`config.mk`:
```
export PLATFORM = sky130hd
export DESIGN_NAME = err_compute_seq
export DESIGN_NICKNAME = d
export VERILOG_FILES = /design/src/rtl/line_follow_pkg.sv /design/src/rtl/err_compute_seq.sv
export SDC_FILE = /design/constraint.sdc
export NUM_CORES = 1
export LEC_CHECK = 0
export BUFFER_PORTS_ARGS = -buffer_cell sky130_fd_sc_hd__buf_2
export CORE_AREA = 2 2 39 41
export DETAILED_ROUTE_END_ITERATION = 7
export DIE_AREA = 0 0 41 43
export PLACE_DENSITY = 0.52
export REMOVE_ABC_BUFFERS = 1
export SLEW_MARGIN = 10
export SYNTH_ARGS = -nofsm -noshare
export SYNTH_HDL_FRONTEND = slang
export SYNTH_SLANG_ARGS = --single-unit
export TNS_END_PERCENT = 1
```
`constraint.sdc`:
```
create_clock -name clk -period 1.4 [get_ports clk]
set_input_delay 0.14 -clock clk [delete_from_list [all_inputs] [get_ports clk]]
set_output_delay 0.14 -clock clk [all_outputs]
set_load 0.1 [all_outputs]
```
`src/rtl/line_follow_pkg.sv`:
```
// Shared types and constants for the line-follow error path.
package line_follow_pkg;

   // Sequencer phases: idle, clear accumulator, walk the 8 terms, publish result
   typedef enum logic [1:0] {IDLE, CLR, ACCUM, DONE} err_seq_state_t;

   // Mux select codes; odd codes are left sensors, even codes right sensors
   localparam logic [2:0] SEL_R0 = 3'd0;
   localparam logic [2:0] SEL_L0 = 3'd1;
   localparam logic [2:0] SEL_R1 = 3'd2;
   localparam logic [2:0] SEL_L1 = 3'd3;
   localparam logic [2:0] SEL_R2 = 3'd4;
   localparam logic [2:0] SEL_L2 = 3'd5;
   localparam logic [2:0] SEL_R3 = 3'd6;
   localparam logic [2:0] SEL_L3 = 3'd7;

   // Left readings are subtracted; the LSB of the select marks a left term
   function automatic logic sel_is_left(input logic [2:0] s);
      return s[0];
   endfunction

endpackage

```
`src/rtl/err_compute_seq.sv`:
```
// Control sequencer for the line-follow error datapath.
// Each IR sample set: clear accumulator, accumulate 8 weighted terms, pulse err_vld.
// One extra sample set may be queued while busy; a further one is dropped and flagged.
module err_compute_seq #(
   parameter int unsigned NUM_TERMS = 8
) (
   input  logic       clk,
   input  logic       rst_n,
   input  logic       IR_vld,
   output logic       clr_accum,
   output logic       en_accum,
   output logic       sub,
   output logic [2:0] sel,
   output logic       err_vld,
   output logic       busy,
   output logic       ovr
);
   import line_follow_pkg::*;

   // Counter value of the final term; the 3-bit counter wraps to 0 on the exit
   localparam logic [2:0] LAST_TERM = 3'(NUM_TERMS - 1);

   err_seq_state_t state_q, state_d;
   logic [2:0]     cnt_q, cnt_d;
   logic           pend_q, pend_d;
   logic           ovr_q, ovr_d;

   // State, term counter and pending/overrun flags
   always_ff @(posedge clk or negedge rst_n) begin
      if (!rst_n) begin
         state_q <= IDLE;
         cnt_q   <= '0;
         pend_q  <= 1'b0;
         ovr_q   <= 1'b0;
      end else begin
         state_q <= state_d;
         cnt_q   <= cnt_d;
         pend_q  <= pend_d;
         ovr_q   <= ovr_d;
      end
   end

   // Next-state, counter and sample-set queueing
   always_comb begin
      state_d = state_q;
      cnt_d   = cnt_q;
      pend_d  = pend_q;
      ovr_d   = ovr_q;

      // A pulse while busy is queued once; a second one is lost
      if (IR_vld && (state_q != IDLE)) begin
         if (pend_q) begin
            ovr_d = 1'b1;
         end else begin
            pend_d = 1'b1;
         end
      end

      unique case (state_q)
         IDLE: begin
            if (IR_vld || pend_q) begin
               state_d = CLR;
               pend_d  = 1'b0;
            end
         end
         CLR: begin
            state_d = ACCUM;
            cnt_d   = '0;
         end
         ACCUM: begin
            cnt_d = cnt_q + 3'd1;
            if (cnt_q == LAST_TERM) begin
               state_d = DONE;
            end
         end
         DONE: begin
            // A pulse in this cycle counts as queued, so go straight to CLR
            if (pend_q || IR_vld) begin
               state_d = CLR;
               pend_d  = 1'b0;
            end else begin
               state_d = IDLE;
            end
         end
         default: begin
            state_d = IDLE;
         end
      endcase
   end

   // Moore output decode from registered state and counter only
   always_comb begin
      clr_accum = (state_q == CLR);
      en_accum  = (state_q == ACCUM);
      sel       = SEL_R0;
      sub       = 1'b0;
      if (state_q == ACCUM) begin
         sel = cnt_q;
         sub = sel_is_left(cnt_q);
      end
      err_vld = (state_q == DONE);
      busy    = (state_q != IDLE);
      ovr     = ovr_q;
   end

endmodule

```
Word-level counts from Yosys, hierarchy flattened

Index checks and enable logic that the tools add are counted.
W data, S select, Z words.

Register bits: 7
Input bits: 3
Output and inout port bits: 9
Logic and storage cells: 29

$add $sub $neg: 1
Equality and inequality tests: 6
Multiplexer cells: 10
Reductions and logical operators: 8

Operators by type and width:

| operator              | number |
|---|---|
| $pmux W2 S4           | 1 |
| $pmux W3 S2           | 1 |
| $mux W1               | 5 |
| $eq A2 B2 Y1 const B  | 2 |
| $mux W2               | 2 |
| $reduce_and A2 Y1     | 2 |
| $reduce_bool A2 Y1    | 2 |
| $add A3 B1 Y3 const B | 1 |
| $eq A3 B3 Y1 const B  | 1 |
| $mux W3               | 1 |
| $eq A2 B1 Y1 const B  | 1 |
| $logic_not A2 Y1      | 1 |
| $ne A2 B1 Y1 const B  | 1 |
| $ne A2 B2 Y1 const B  | 1 |
| $reduce_or A2 Y1      | 1 |
| $logic_and A1 B1 Y1   | 1 |
| $logic_or A1 B1 Y1    | 1 |

Logic depth before layout (Yosys ltp)

Gate-level depths: netlist of the first run.

Depth in word-level cells: 5
Depth in mapped cells: 5
Gate-level depth less buffers: 5

Worst setup path after synthesis of the first run

OpenSTA, ideal clock, no wires.

Kind: reg-to-output
Start point: register state_q[0]
End point: output sel[0]
Data arrival time: 2.417 ns
Required time: 1.260 ns
Path slack: -1.157 ns
Cell stages (with the launch flop): 5
Path buffers: 1
Path through: dfrtp_1 -> inv_1 -> ha_1 -> and2_2 -> buf_4

Cells in the longest elaborated chain, start to end: 2

RTL lines:

| element                | RTL line              | text |
|---|---|---|
| start, declared        | err_compute_seq.sv:23 | `err_seq_state_t state_q, state_d;` |
| start signal, assigned | err_compute_seq.sv:36 | `state_q <= state_d;` |
| $eq A2 B2 Y1           | n/a                   |  |
| named net en_accum     | err_compute_seq.sv:11 | `output logic en_accum,` |
| $mux W3                | err_compute_seq.sv:97 | `if (state_q == ACCUM) begin` |
| end, declared          | err_compute_seq.sv:13 | `output logic [2:0] sel,` |

The timed path passes the listed nets, and every way through them passes these cells.

Worst setup path after layout of the first run

Start point: register state_q[1]
End point: output sel[1]

Cells in the longest elaborated chain, start to end: 2

RTL lines:

| element      | RTL line |
|---|---|
| $eq A2 B2 Y1 | err_compute_seq.sv:97 |
| $mux W3      | err_compute_seq.sv:97 |

No other way between the ends.

==> run summary, run 1 <==
status = finished, violations left
violated checks = negative setup slack
antenna-violating nets left = 0
Tcrit/Tclk final = 105%
worst clock skew = 0.00397 ns
Period minus WS final = 1.46 ns
FF+latch count, synth = 7
Vias per Instance = 4.57
Area Overhead vs Synth = 80.4%
Site Rows = 14
core area = 1380 um2
Synth top cells by count = dfrtp_1 (7), ha_1 (6), inv_1 (6)
fin. max-slew vios = 0
worst r2r src = state_q[1]$_DFFE_PN0P_
first-pass GRT wire length = 1680 um
clk_lat worst skew = 0.25 ns
reg2reg setup slack = 0.04 ns
Tightest Pin Transition = 0.484 ns
Max FO, Critical Path = 5
die area = 1760 um2
CP max stage cell = dfrtp_2
slowest stage delay, CP = 0.44 ns
input/output buffers = 11
DR pass1 iterations = 4
CTS Buf Count = 3
vias in the first global route = 395
clock-pin slew on the worst setup and hold paths = 0.05 ns
Synth area leaders = dfrtp_1 (42%), ha_1 (18%), and2_2 (5.4%), inv_1 (5.4%), o21ai_0 (4.8%)
WL per Instance = 11.6 um
setup ws final = -0.0636 ns
share of layout cells above drive strength 1 = 54.5%
FFs w/ async S/R, synth = 100%
CP Launch Point = state_q[1]$_DFFE_PN0P_
hold crit path type = primary input to asynchronous set/reset pin
RSZ-0062 raised after global routing = true
die height = 43 um
Post-DP HPWL = 652 um
via count = 375
critical path cell sequence = ha_4 > buf_6 > and2_2 > buf_12
Die X = 41 um
Final setup viols = 7
initial antenna violation count = 0
Longest Clk Path Bufs = 2
RePlAce Congestion = 0.718
Global Route Usage Sum = 14.1%
top-area cell type share of the netlist area = 41.7%
Setup TNS Final = -0.313 ns
critical path class = flip-flop to output port
Starting Density = 30.4%
IO Count = 12
Reg2Reg Depth = 5
remaining routing DRC violations = 0
Fin. Hold Viols = 0
sequential share of the synthesized area = 41.7%
clk root buf = clkbuf_4
Post-synth top flop = dfrtp_1
Post-Synthesis Cells = 41
max-cap viol count = 0
crit path DAT = 1.32 ns
Distinct cells, synth = 18
cell taking the most area after synthesis = dfrtp_1
Avg Cell Area, Syn = 10.3 um2
# clock sinks = 7
Post-Syn Area = 420 um2
total grt overflow = 0
CTS tree = yes
cell with the most instances after synthesis = dfrtp_1
FMAX = 683 MHz
CTS H-tree depth = 1
end of the critical path = sel[1]
Total Wirelength = 955 um
n_diodes = 0
number of flops mapped to enable cells by yosys = 0
Critical Path RT = 1.26 ns
Nets = 76
R2R Path End = state_q[0]$_DFFE_PN0P_
slew margin rel. = 68.0%
Filler cells = 129
Critical Path Start Type = flip-flop
crit path capture type = output port
largest net degree at the start of global routing = 9
Layout Cells excl Fill = 82
synth warn = 0
initial DRC count = 5
Placed Cells = 73
-- final cells by class --
cell class,instances,area [um2],area share [%]
tap,16,20.0,2.64
sequential,7,176,23.3
inverter,6,22.5,2.97
clock buffer,4,26.3,3.47
multi-input combinational,27,249,32.8
timing repair buffer,22,264,34.8
-- cell families (layout without fill, tap and decap cells) --
kind of cell / Yosys count / count (layout) / share of synthesized area (%)
simple gates: 11 / 11 / 17.6
compound gates: 9 / 9 / 13.1
flops: 7 / 7 / 41.7
buf+inv: 7 / 32 / 7.14
fa+ha+maj: 6 / 6 / 17.9
mux: 1 / 1 / 2.68
-- registers in the layout, summed over array words and instances (netlist names) --
signal	cells
cnt_q	3
ovr	1
pend_q	1
state_q	2
-- cell usage in the layout, fill, tap and decap left out, types with 2 or more instances in the layout --
master / synthesis / final
inv_2: 0 / 2
buf_12: 0 / 8
buf_4: 1 / 9
inv_1: 6 / 4
o21ai_0: 4 / 4
ha_2: 0 / 3
ha_4: 0 / 2
clkbuf_4: 0 / 3
nand3_1: 3 / 3
buf_2: 0 / 3
and2_2: 3 / 2
dfrtp_1: 7 / 6
-- worst min-delay path by stage --
stage          startpoint                    to
2_1_floorplan       rst_n  cnt_q[0]$_DFFE_PN0P_
3_3_place_gp        rst_n  cnt_q[1]$_DFFE_PN0P_
3_5_place_dp        rst_n  cnt_q[2]$_DFFE_PN0P_
4_1_cts             rst_n  cnt_q[2]$_DFFE_PN0P_
5_1_grt             rst_n  cnt_q[2]$_DFFE_PN0P_
6_report            rst_n  cnt_q[2]$_DFFE_PN0P_
-- stage by stage --
step	utilization, %	hold WS [ns]	setup slack (ns)	cell area (um2)
2_1_floorplan	-	-0.156	-1.10	413
3_5_place_dp	47.2	-0.0166	-0.00296	653
5_1_grt	54.8	0.280	-0.121	758
3_3_place_gp	47.2	-0.0161	0.0219	653
6_report	54.8	0.255	-0.0636	758
4_1_cts	53.6	0.256	-0.0777	742
-- worst max-delay path: cells and delay by family (launching register included) --
kind,cells,cell delay (ns)
fa+ha+maj,1,0.18
buf+inv,2,0.28
flops,1,0.44
simple gates,1,0.18
-- layer usage --
metal,part of all wire [%],global-route usage (%),wire (um),vias to the layer above
li1,-,-,-,186
met1,43,17.9,414,181
met2,53,20.9,509,6
met3,2.8,3.14,27,2
met4,0.42,8.00,4,0
met5,0,0,0,-
-- what timing repair did --
item | CTS | global route
endpoints found under the setup margin | 9 | 9
pin swaps | 1 | 4
cloned | 0 | 0
hold buffers | 1 | 0
buffers inserted | 4 | 0
gates resized for setup | 8 | 4
endpoints found under the hold margin | 7 | 0
Power of run 1 is not shown: default switching activity piles up to over one toggle a cycle in this logic, so the estimate is an artifact.
==> run 2: changes to the inputs <==
--- a/config.mk
+++ b/config.mk
@@ -9,7 +9,7 @@
 export CORE_AREA = 2 2 39 41
 export DETAILED_ROUTE_END_ITERATION = 7
 export DIE_AREA = 0 0 41 43
-export PLACE_DENSITY = 0.52
+export PLACE_DENSITY_LB_ADDON = 0.05
 export REMOVE_ABC_BUFFERS = 1
 export SLEW_MARGIN = 10
 export SYNTH_ARGS = -nofsm -noshare
==> run 2 against run 1 <==
Compared with the run above: the flow still finishes with violations (negative setup slack); clock skew is 0.0026 ns lower; cell count is 3.7% lower; utilization is 0.63 points lower; via count down 2.1%; first-iteration DRC count is 80% higher; critical path type unchanged.
==> run summary, run 2 (synthesis results as in run 1) <==
status = finished, violations left
violated checks = negative setup slack
clock-pin slew on the worst setup and hold paths = 0.06 ns (about the same)
clk root buf = clkbuf_4
Area Overhead vs Synth = 78.3%
Critical Path Start Type = flip-flop
crit path DAT = 1.36 ns (+0.04 ns)
# clock sinks = 7 (unchanged)
Tightest Pin Transition = 0.484 ns (+0.000540 ns)
die height = 43 um (unchanged)
met1 capacity usage during global routing = 15.6% (-2.4 points)
leading registers by flop count = cnt_q x3, state_q x2
fin. max-slew vios = 0 (unchanged)
n_diodes = 0 (unchanged)
crit path capture type = output port
slowest stage delay, CP = 0.41 ns (-0.03 ns)
slew margin rel. = 67.9% (about the same)
end of the critical path = sub
setup ws final = -0.0965 ns (-0.0328 ns)
worst r2r src = cnt_q[0]$_DFFE_PN0P_
clk_lat worst skew = 0.25 ns (about the same)
CTS tree = yes
CTS Buf Count = 3 (unchanged)
largest net degree at the start of global routing = 9 (unchanged)
Biggest register = cnt_q
Max FO, Critical Path = 6 (+1)
commonest non-fill, non-tap cell in the layout = buf_12
FMAX = 668 MHz (-2.2%)
max reg flops = 3 (unchanged)
Critical Path RT = 1.26 ns (about the same)
RSZ-0062 raised after global routing = true
die area = 1760 um2 (unchanged)
CTS H-tree depth = 1 (unchanged)
IO Count = 12 (unchanged)
core area = 1380 um2 (unchanged)
initial antenna violation count = 0 (unchanged)
critical path cell sequence = inv_2 > ha_4 > buf_6 > and2_4 > buf_12
Global Route Usage Sum = 15.6% (+1.5 points)
initial DRC count = 9 (+4)
via count = 367 (-2.1%)
share of layout cells above drive strength 1 = 49.2% (-5.3 points)
RePlAce Congestion = 0.697 (-2.9%)
DR pass1 iterations = 2 (-2)
critical path class = flip-flop to output port
most frequent cells in the layout = buf_12 (8), dfrtp_1 (6), inv_1 (5), buf_4 (5), o21ai_0 (4)
Vias per Instance = 4.65 (+1.6%)
Period minus WS final = 1.50 ns (+0.0328 ns)
remaining routing DRC violations = 0 (unchanged)
vias in the first global route = 414 (+4.8%)
Die X = 41 um (unchanged)
met2 GRT Util = 27.8% (+6.9 points)
max-cap viol count = 0 (unchanged)
CP Launch Point = state_q[0]$_DFFE_PN0P_
Site Rows = 14 (unchanged)
total grt overflow = 0 (unchanged)
Longest Clk Path Bufs = 2 (unchanged)
Total Wirelength = 1040 um (+8.9%)
Tcrit/Tclk final = 107% (+2.3 points)
Starting Density = 30.4% (unchanged)
placed cell areas = 638 um2 (-2.3%)
hold crit path type = primary input to asynchronous set/reset pin
Fin. Hold Viols = 0 (unchanged)
Reg2Reg Depth = 5 (unchanged)
reg2reg setup slack = -0.01 ns (-0.05 ns)
input/output buffers = 11 (unchanged)
Post-DP HPWL = 714 um (+9.6%)
most used routing layer = met2
CP max stage cell = dfrtp_1
Nets = 73 (-3.9%)
R2R Path End = state_q[0]$_DFFE_PN0P_
Final setup viols = 7 (unchanged)
first-pass GRT wire length = 1780 um (+6.2%)
met3 Use GR = 3.14% (unchanged)
antenna-violating nets left = 0 (unchanged)
post-route cell area = 749 um2 (-1.2%)
WL per Instance = 13.2 um (+13%)
worst clock skew = 0.00140 ns (-0.00258 ns)
-- run 2: worst max-delay path, delay by kind of cell (launching register included) --
kind / cells / cell delay (ns)
buf+inv: 3 / 0.38
fa+ha+maj: 1 / 0.14
flops: 1 / 0.41
simple gates: 1 / 0.17
-- run 2: how the worst min path moves through the flow --
stage / startpoint / end / slack, ns / cells after the start
after floorplan: rst_n / cnt_q[0]$_DFFE_PN0P_ / -0.16 / 0
after detailed placement: rst_n / cnt_q[2]$_DFFE_PN0P_ / -0.02 / 1
final: rst_n / pend_q$_DFF_PN0_ / 0.26 / 2
after CTS: rst_n / ovr$_DFFE_PN0P_ / 0.26 / 2
after global routing: rst_n / cnt_q[1]$_DFFE_PN0P_ / 0.29 / 2
after global placement: rst_n / state_q[0]$_DFFE_PN0P_ / -0.02 / 1
-- run 2: what timing repair did --
action                                  4_1_cts  5_1_grt
pin swaps                                     2        1
hold endpoints to repair                      7        0
endpoints found under the setup margin        9        9
hold buffers                                  1        0
resized for setup                            14        0
setup buffers                                 3        1
-- run 2: layer usage --
metal,part of all wire [%],up-vias,wire length [um]
met2,58,9,600
li1,-,181,-
met5,0,-,0
met3,4.7,2,49
met1,37,175,387
met4,0.38,0,4
-- run 2: area by class of cell --
class | instances | area (um2)
clock buffers | 4 | 26.3
multi-input cells | 27 | 259
inverters | 6 | 22.5
repair buffers | 19 | 245
flip-flops and latches | 7 | 176
fillers | 125 | 634
well taps | 16 | 20.0
-- run 2: per-stage QoR --
stage          instances  hold slack [ns]  worst slack, ns  TNS, ns  util (%)
3_3_place_gp          71          -0.0177          0.00778        0      46.1
2_1_floorplan         40           -0.156            -1.10    -6.25         -
6_report              79            0.263          -0.0965   -0.445      54.2
3_5_place_dp          71          -0.0152          -0.0477  -0.0789      46.1
4_1_cts               78            0.262          -0.0961   -0.426      53.6
5_1_grt               79            0.291           -0.143   -0.856      54.2
Power of run 2 is left out for the same reason.
